**src/rtl/divider.sv**
```systemverilog
// Iterative 32-bit restoring divider: one quotient bit per cycle, result 33 cycles after start.
// Shares the run/stall handshake with the shift-add multiplier; signed mode gives floored results.
module divider (
    input  logic        clk,
    input  logic        rst,
    input  logic        run,
    input  logic        u,
    input  logic [31:0] x,
    input  logic [31:0] y,
    output logic        stall,
    output logic [31:0] quot,
    output logic [31:0] rem,
    output logic        divz
);

    localparam logic [5:0] S_DONE = 6'd33;

    logic [5:0]  s_q, s_d;
    logic [31:0] r_q, r_d;
    logic [31:0] q_q, q_d;
    logic        neg_q, neg_d;

    logic [31:0] r_shift;
    logic [32:0] trial;
    logic        load_neg;

    assign r_shift  = {r_q[30:0], q_q[31]};
    assign trial    = {1'b0, r_shift} - {1'b0, y};
    assign load_neg = u & x[31];

    always_comb begin
        s_d   = s_q;
        r_d   = r_q;
        q_d   = q_q;
        neg_d = neg_q;
        if (!run) begin
            s_d = 6'd0;
        end else if (s_q == 6'd0) begin
            neg_d = load_neg;
            q_d   = load_neg ? (~x + 32'd1) : x;
            r_d   = 32'd0;
            s_d   = 6'd1;
        end else if (s_q != S_DONE) begin
            // Keep the trial difference only when it did not borrow.
            if (!trial[32]) begin
                r_d = trial[31:0];
                q_d = {q_q[30:0], 1'b1};
            end else begin
                r_d = r_shift;
                q_d = {q_q[30:0], 1'b0};
            end
            s_d = s_q + 6'd1;
        end
    end

    always_ff @(posedge clk) begin
        if (rst) begin
            s_q   <= 6'd0;
            r_q   <= 32'd0;
            q_q   <= 32'd0;
            neg_q <= 1'b0;
        end else begin
            s_q   <= s_d;
            r_q   <= r_d;
            q_q   <= q_d;
            neg_q <= neg_d;
        end
    end

    assign stall = run & (s_q != S_DONE);

    // Negative dividend: |x| = Q*y + R becomes x = (-Q-1)*y + (y-R) when R is nonzero.
    always_comb begin
        divz = (y == 32'd0);
        quot = q_q;
        rem  = r_q;
        if (divz) begin
            quot = 32'hFFFF_FFFF;
            rem  = r_q;
        end else if (neg_q) begin
            if (r_q == 32'd0) begin
                quot = ~q_q + 32'd1;
                rem  = 32'd0;
            end else begin
                quot = ~q_q;
                rem  = y - r_q;
            end
        end
    end

endmodule

```
**config.mk**
```make
export PLATFORM = sky130hd
export DESIGN_NAME = divider
export DESIGN_NICKNAME = d
export VERILOG_FILES = /design/src/rtl/divider.sv
export SDC_FILE = /design/constraint.sdc
export NUM_CORES = 1
export LEC_CHECK = 0
export BUFFER_PORTS_ARGS = -buffer_cell sky130_fd_sc_hd__clkbuf_2
export CORE_ASPECT_RATIO = 0.8
export CORE_UTILIZATION = 35
export CTS_CLUSTER_SIZE = 10
export DETAILED_ROUTE_END_ITERATION = 10
export PLACE_DENSITY = 0.66
export SLEW_MARGIN = 20
export SYNTH_ARGS = -nofsm -noshare
export SYNTH_HDL_FRONTEND = slang
export SYNTH_SLANG_ARGS = --single-unit
```
**constraint.sdc**
```tcl
create_clock -name clk -period 4.6 [get_ports clk]
set_input_delay 0.92 -clock clk [delete_from_list [all_inputs] [get_ports clk]]
set_output_delay 0.92 -clock clk [all_outputs]
set_load 0.02 [all_outputs]
```
Word level (Yosys, flattened, before mapping)
Cells that the tools add are included.
{"block": "word_totals", "register_bits": 71, "latch_bits": 0, "ramBits": 0, "romBits": 0, "input_bits": 68, "out_inout_bits": 66, "word_cells": 39, "memories": 0}
{"block": "op_classes", "addsub": 5, "multipliers": 0, "div": 0, "order_cmp": 0, "eq_ne": 1, "shifts": 0, "n_mux": 15, "bitwise": 5, "reduce_logical": 8}
{"operator": "$mux 32", "n": 12}
{"operator": "$add 32x1->32 const B", "n": 2}
{"operator": "$logic_not 32->1", "n": 2}
{"operator": "$not 32->32", "n": 2}
{"operator": "$sub 32x32->33", "n": 1}
{"operator": "$sub 32x32->32", "n": 1}
{"operator": "$add 6x1->6 const B", "n": 1}
{"operator": "$logic_not 6->1", "n": 1}
{"operator": "$ne 6x6->1 const B", "n": 1}
{"operator": "$reduce_and 2->1", "n": 2}
{"operator": "$mux 1", "n": 3}
{"operator": "$reduce_or 3->1", "n": 1}
{"operator": "$and 1x1->1", "n": 2}
{"operator": "$reduce_bool 2->1", "n": 1}
{"operator": "$reduce_or 2->1", "n": 1}
{"operator": "$not 1->1", "n": 1}

Depth between registers and ports, before layout
Gate-level depths: netlist of the first run.
{"block": "depth", "ltp_word": 5, "depth_mapped": 16, "depth_no_buf": 14}

Worst setup path after synthesis of the first run
OpenSTA, ideal clock, no wires.
{"block": "synth_path", "path_type": "in2out", "start": "input y[4]", "end": "output rem[24]", "arrival_ns": 3.632, "t_required_ns": 3.680, "setup_slack_ns": 0.048, "stages": 11, "path_cell_list": "ha_1 -> a21oi_2 -> nor4b_1 -> a21oi_2 -> a211oi_4 -> o21ai_2 -> a221oi_4 -> inv_1 -> a31o_2 -> xnor2_1 -> o31ai_1"}
{"block": "synth_between", "elab_chain_cells": 4, "elab_cells_between_ends": 5, "cone_classes": "add/sub (1); mux (3); reduce/logical (1)"}
{"item": "start: declaration", "line": "9", "source": "input logic [31:0] y,"}
{"item": "$sub 32x32->32", "line": "86", "source": "rem = y - r_q;"}
{"item": "$mux 32", "line": "81", "source": "if (r_q == 32'd0) begin"}
{"item": "$mux 32", "line": "80", "source": "end else if (neg_q) begin"}
{"item": "$mux 32 *", "line": "77", "source": "if (divz) begin"}
{"item": "end: declaration", "line": "12", "source": "output logic [31:0] rem,"}
Every way passes the cells marked *; elsewhere a longest branch is shown, timed or not.

Worst setup path after layout of the first run
{"block": "layout_path", "start": "input y[0]", "end": "output rem[31]"}
Same word-level chain as after synthesis.

==> summary.txt, run 1 <==
R2R Setup Slk = 0.92 ns
area leader, netlist = dfxtp_1
status = completed
worst r2r dst = r_q[27]$_SDFFE_PP0P_
final setup fails = 0
clk_lat worst skew = 0.34 ns
power density over the cells = 198 mW/mm2
Initial Util = 0.357
ANT nets after route = 0
Die Area = 0.0245 mm2
core box area = 0.0234 mm2
GRT overflow = 0
count of cell types in the netlist = 73
Hold EP = q_q[31]$_SDFFE_PP0P_
deepest clock path buffer count = 2
critical path required time = 3.68 ns
Worst Path Class, Setup = primary input to primary output
clock skew = 0.00774 ns
CTS Sinks = 71
leakage = 4.60 nW
DRC = 0
global-route wire length before repair = 42100 um
fmax = 0.218 GHz
peak supply drop = 189 uV
GP Congestion = 0.931
worst slew pin tran = 1.01 ns
Die Y = 140 um
Clock power frac = 0.363
area grow syn2layout = 22.7%
CP Capture Type = primary output
Routed WL = 26100 um
Slew HR = 0.328
Int Pwr = 0.00132 W
largest net degree at the start of global routing = 61
initial antenna violation count = 0
RSZ-0062 raised after global routing = true
Synth Flop Type = dfxtp_1
Ports = 134
synthesized area per cell = 7.18 um2
switching pwr = 0.000712 W
Hold Path Depth = 2
CP max FO = 4
top-area cell type share of the netlist area = 0.170
port buffer count = 133
row cnt = 50
fin util = 0.438
dpl hpwl = 20200 um
Tmin final = 4.58 ns
Cell Count, Final, Fillers Out = 1640
CTS root buf = clkbuf_16
worst min-delay path class = register to register
R2R depth = 10
Worst R2R Start = r_q[0]$_SDFFE_PP0P_
layout cells sized above 1 = 0.204
CTS tree = done
GRT Total Usage = 0.211
Area after DPL = 0.00968 mm2
Seq cells post-synth = 71
Final Hold Viols = 0
CTS clk-pin slew, worst paths = 0.06 ns
setup slack after layout = 0.0186 ns
Gate Count Post-Synth = 1164
largest cells by area after synthesis = dfxtp_1, ha_1, a21oi_1
ant diodes = 0
hold path start = q_q[31]$_SDFFE_PP0P_
Total Nets Final = 1462
Inst Count DP = 1616
sequential-to-total area share from yosys stat = 0.170
combinational share of power = 0.306
initial DRC count = 608
CP arrival = 3.66 ns
sequential share of power = 0.331
Ys Warns = 0
CTS HTree Levels = 3
number of synthesized flops with an enable pin = 0
Pins Over Slew Limit = 0
dpl ws = -0.214 ns
vias per cell = 5.54
switching share of power = 0.351
final worst path period share = 0.996
MaxCap Viol Count = 0
Die Wd = 175 um
vias in the first global route = 8287
post-synthesis cell area = 0.00836 mm2
Via Count = 9084
CTS Buf Count = 9
first-pass detailed-route iteration total = 5
syn_nets = 1303
asr flop ratio synth = 0
wire per inst = 15.9 um
design area = 0.0103 mm2
Worst setup SP type = primary input
[cells in the final DEF (no fill, tap or decap), types with 20 or more instances in the layout]
cell	n
clkbuf_2	127
nand2_1	114
a21oi_1	93
nor2_1	92
inv_1	89
o21ai_0	76
buf_4	74
dfxtp_1	71
ha_1	61
xor2_1	54
xnor2_1	50
a21o_1	40
a211oi_1	27
nand3_1	26
nor4_1	24
o31ai_1	24
mux2i_1	20
[logic make-up (layout without fill, tap and decap cells)]
group,Yosys count,in the layout,share of synthesized area
buffers and inverters,150,314,0.0699
flip-flops,71,71,0.170
adder cells (fa/ha/maj),71,71,0.108
AND/OR/NAND/NOR,363,363,0.208
AO/OA/AOI/OAI,384,384,0.310
XOR/XNOR,105,105,0.110
multiplexers,20,20,0.0239
[worst max-delay path, cell delays in order]
cell	delay, ns
clkbuf_2	0.11
inv_2	0.08
ha_2	0.21
nor2b_4	0.05
o2111ai_2	0.20
a31oi_2	0.15
a211oi_2	0.34
a31o_2	0.29
a21oi_4	0.09
a2111o_1	0.44
a31o_2	0.27
mux2i_1	0.11
o21ai_1	0.21
buf_4	0.19
[final cells by class]
type / count / area, um2
clock buffer: 9 / 225
tap: 312 / 390
multi-input combinational: 943 / 6540
sequential: 71 / 1420
fill: 2365 / 13100
clock inverter: 7 / 77.6
inverter: 92 / 345
timing repair buffer: 206 / 1250
[worst max-delay path by stage]
stage	startpoint	end	cells past startpoint
2_1_floorplan	y[4]	rem[24]	11
3_3_place_gp	y[1]	rem[31]	13
3_5_place_dp	y[1]	rem[31]	13
4_1_cts	y[6]	rem[31]	14
5_1_grt	y[0]	rem[31]	14
6_report	y[0]	rem[31]	14
[state kept, by name, indices dropped and copies added, names as in the netlist]
name,cells
neg_q,1
q_q,32
r_q,32
s_q,6
[Yosys cell counts, drive strengths merged, types with 29 or more instances]
cell type and n:
nand2 115, a21oi 99, nor2 94, inv 91
o21ai 87, dfxtp 71, ha 69, xor2 54
clkbuf 51, xnor2 51, a21o 40, a211oi 29
[per-layer routing]
layer / vias up / wire length, um / GRT usage
met4: 0 / 439 / 0.0508
met1: 4220 / 12800 / 0.299
met5: - / 0 / 0
met3: 34 / 1520 / 0.0361
met2: 274 / 11300 / 0.329
li1: 4556 / - / -
[metrics by stage]
stage               power [W]  hold WS, ns  setup TNS (ns)
finish                0.00203        0.496               0
global route          0.00214        0.544          -0.232
CTS                   0.00203        0.501         -0.0177
detailed placement    0.00128        0.491          -0.529
global placement      0.00127        0.485          -0.376
floorplan             0.00108        0.469               0
[what timing repair did]
action | 4_1_cts | 5_1_grt
resized for setup | 21 | 25
hold buffers | 0 | 0
hold endpoints to repair | 0 | 0
pin swaps | 16 | 19
setup buffers | 6 | 2
setup endpoints to repair | 4 | 7
[power groups by stage]
stage,Combinational (W),Clock (W),Sequential (W)
floorplan,0.000402,0,0.000674
global placement,0.000584,0,0.000683
detailed placement,0.000591,0,0.000684
CTS,0.000608,0.000753,0.000670
global route,0.000684,0.000781,0.000677
finish,0.000621,0.000737,0.000671
No activity file was read; power rests on OpenSTA's default activity.
==> run 2, diff against run 1 <==
--- a/config.mk
+++ b/config.mk
@@ -10,7 +10,7 @@
 export CORE_UTILIZATION = 35
 export CTS_CLUSTER_SIZE = 10
 export DETAILED_ROUTE_END_ITERATION = 10
-export PLACE_DENSITY = 0.66
+export PLACE_DENSITY = 0.55
 export SLEW_MARGIN = 20
 export SYNTH_ARGS = -nofsm -noshare
 export SYNTH_HDL_FRONTEND = slang
==> run 2 against run 1 <==
  * Worst hold slack better by 0.0098 ns
  * Total power barely moved
  * Core utilization is 0.59 points lower
==> summary.txt, run 2 (same netlist as run 1, synthesis figures left out) <==
Worst setup SP type = primary input
worst min-delay path class = register to register
Register Area = 0.00142 mm2
final worst path period share = 0.978
hold path start = q_q[31]$_SDFFE_PP0P_
Routed WL = 26300 um
final setup fails = 0
CP max FO = 3
Multi-input gate area = 0.00655 mm2
CTS Sinks = 71
global-route wire length before repair = 42200 um
Area after DPL = 0.00958 mm2
Slew HR = 0.289
Top Registers = q_q x32, r_q x32, s_q x6
Hold Path Depth = 2
Tmin final = 4.50 ns
most frequent cells in the layout = clkbuf_2, nand2_1, a21oi_1
design area = 0.0101 mm2
CTS clk-pin slew, worst paths = 0.06 ns
CP peak stage delay = 0.48 ns
area grow syn2layout = 21.0%
GP Congestion = 0.876
Hold Slack = 0.506 ns
Worst R2R Start = r_q[0]$_SDFFE_PP0P_
vias per cell = 5.49
worst slew pin tran = 1.07 ns
Worst Path Class, Setup = primary input to primary output
CP Capture Type = primary output
dpl hpwl = 20300 um
Total Nets Final = 1442
Via Count = 8899
Hold EP = q_q[31]$_SDFFE_PP0P_
Critical Path, Cell by Cell = clkbuf_2, ha_4, or4_4, o21ai_2, a21oi_2, a211oi_4, o21ai_4, a221oi_4, inv_2, buf_6, a21oi_4, xor2_1, o31ai_1, buf_2
DRC = 0
CP arrival = 3.58 ns
clock skew = 0.0101 ns
R2R depth = 10
critical path required time = 3.68 ns
power consumption = 0.00203 W
clk_lat worst skew = 0.35 ns
layout cells sized above 1 = 0.190
fin util = 0.432
row cnt = 50
core box area = 0.0234 mm2
CTS Buf Count = 9
Pins Over Slew Limit = 0
vias in the first global route = 8069
ANT nets after route = 0
port buffer count = 133
initial DRC count = 550
leakage = 4.50 nW
fmax = 0.222 GHz
Die Y = 140 um
cts hold-fix bufs = 0
R2R Setup Slk = 1.01 ns
initial antenna violation count = 0
ant diodes = 0
peak supply drop = 131 uV
CTS HTree Levels = 3
wire per inst = 16.2 um
worst r2r dst = r_q[27]$_SDFFE_PP0P_
largest net degree at the start of global routing = 61
Final Hold Viols = 0
Ports = 134
GRT overflow = 0
status = completed
Die Wd = 175 um
slowest stage cell, crit path = or4_4
Die Area = 0.0245 mm2
CTS root buf = clkbuf_16
RSZ-0062 raised after global routing = true
Initial Util = 0.357
GRT Total Usage = 0.210
MaxCap Viol Count = 0
deepest clock path buffer count = 2
power density over the cells = 201 mW/mm2
Fin Setup TNS = 0 ns
commonest non-fill, non-tap cell in the layout = clkbuf_2
CTS tree = done
Filler Cell Count = 2476
first-pass detailed-route iteration total = 5
-- run 2: changes by cell type in the layout (fill, tap and decap cells not counted), moves of 2 or more --
cell,before,now
buf_4,74,53
buf_6,1,3
buf_8,2,0
ha_4,7,5
o21ai_0,76,78
o21ai_1,8,6
-- run 2: worst max path at each step --
stage	from	endpoint
3_5_place_dp	y[4]	rem[25]
6_report	y[5]	rem[26]
2_1_floorplan	y[4]	rem[24]
4_1_cts	y[6]	rem[24]
5_1_grt	y[0]	rem[26]
3_3_place_gp	y[4]	rem[25]
-- run 2: metrics by stage --
step	setup WS, ns	cells
floorplan	0.0477	1164
global placement	-0.179	1601
detailed placement	-0.202	1601
CTS	0.00647	1619
global route	-0.0430	1620
finish	0.102	1620
-- run 2: layout make-up --
type	count	share of cell area
Multi-Input combinational cell	943	0.648
Sequential cell	71	0.141
Timing Repair Buffer	186	0.109
Tap cell	312	0.0386
Inverter	92	0.0344
Clock buffer	9	0.0223
Clock inverter	7	0.00792
-- run 2: metal layers --
| metal | track usage | up-vias | wire length [um] |
|---|---|---|---|
| met2 | 0.312 | 240 | 11100 |
| met4 | 0.0421 | 0 | 284 |
| met1 | 0.318 | 4116 | 13800 |
| met5 | 0 | - | 0 |
| li1 | - | 4523 | - |
| met3 | 0.0280 | 20 | 1150 |
-- run 2: worst max-delay path, delay by kind of cell --
family,cells,cell delay [ns]
buf+inv,4,0.50
xor+xnor,1,0.08
simple gates,1,0.48
fa+ha+maj,1,0.24
compound gates,7,1.35
-- run 2: power breakdown --
part	internal (W)	switching, W
clock	0.000426	0.000316
sequential	0.000638	0.0000329
combinational	0.000246	0.000371
total	0.00131	0.000720
-- run 2: repair_timing --
item,in CTS,in global routing
setup buffers,2,1
resized for setup,8,39
pin swaps,5,21
endpoints found under the setup margin,5,7
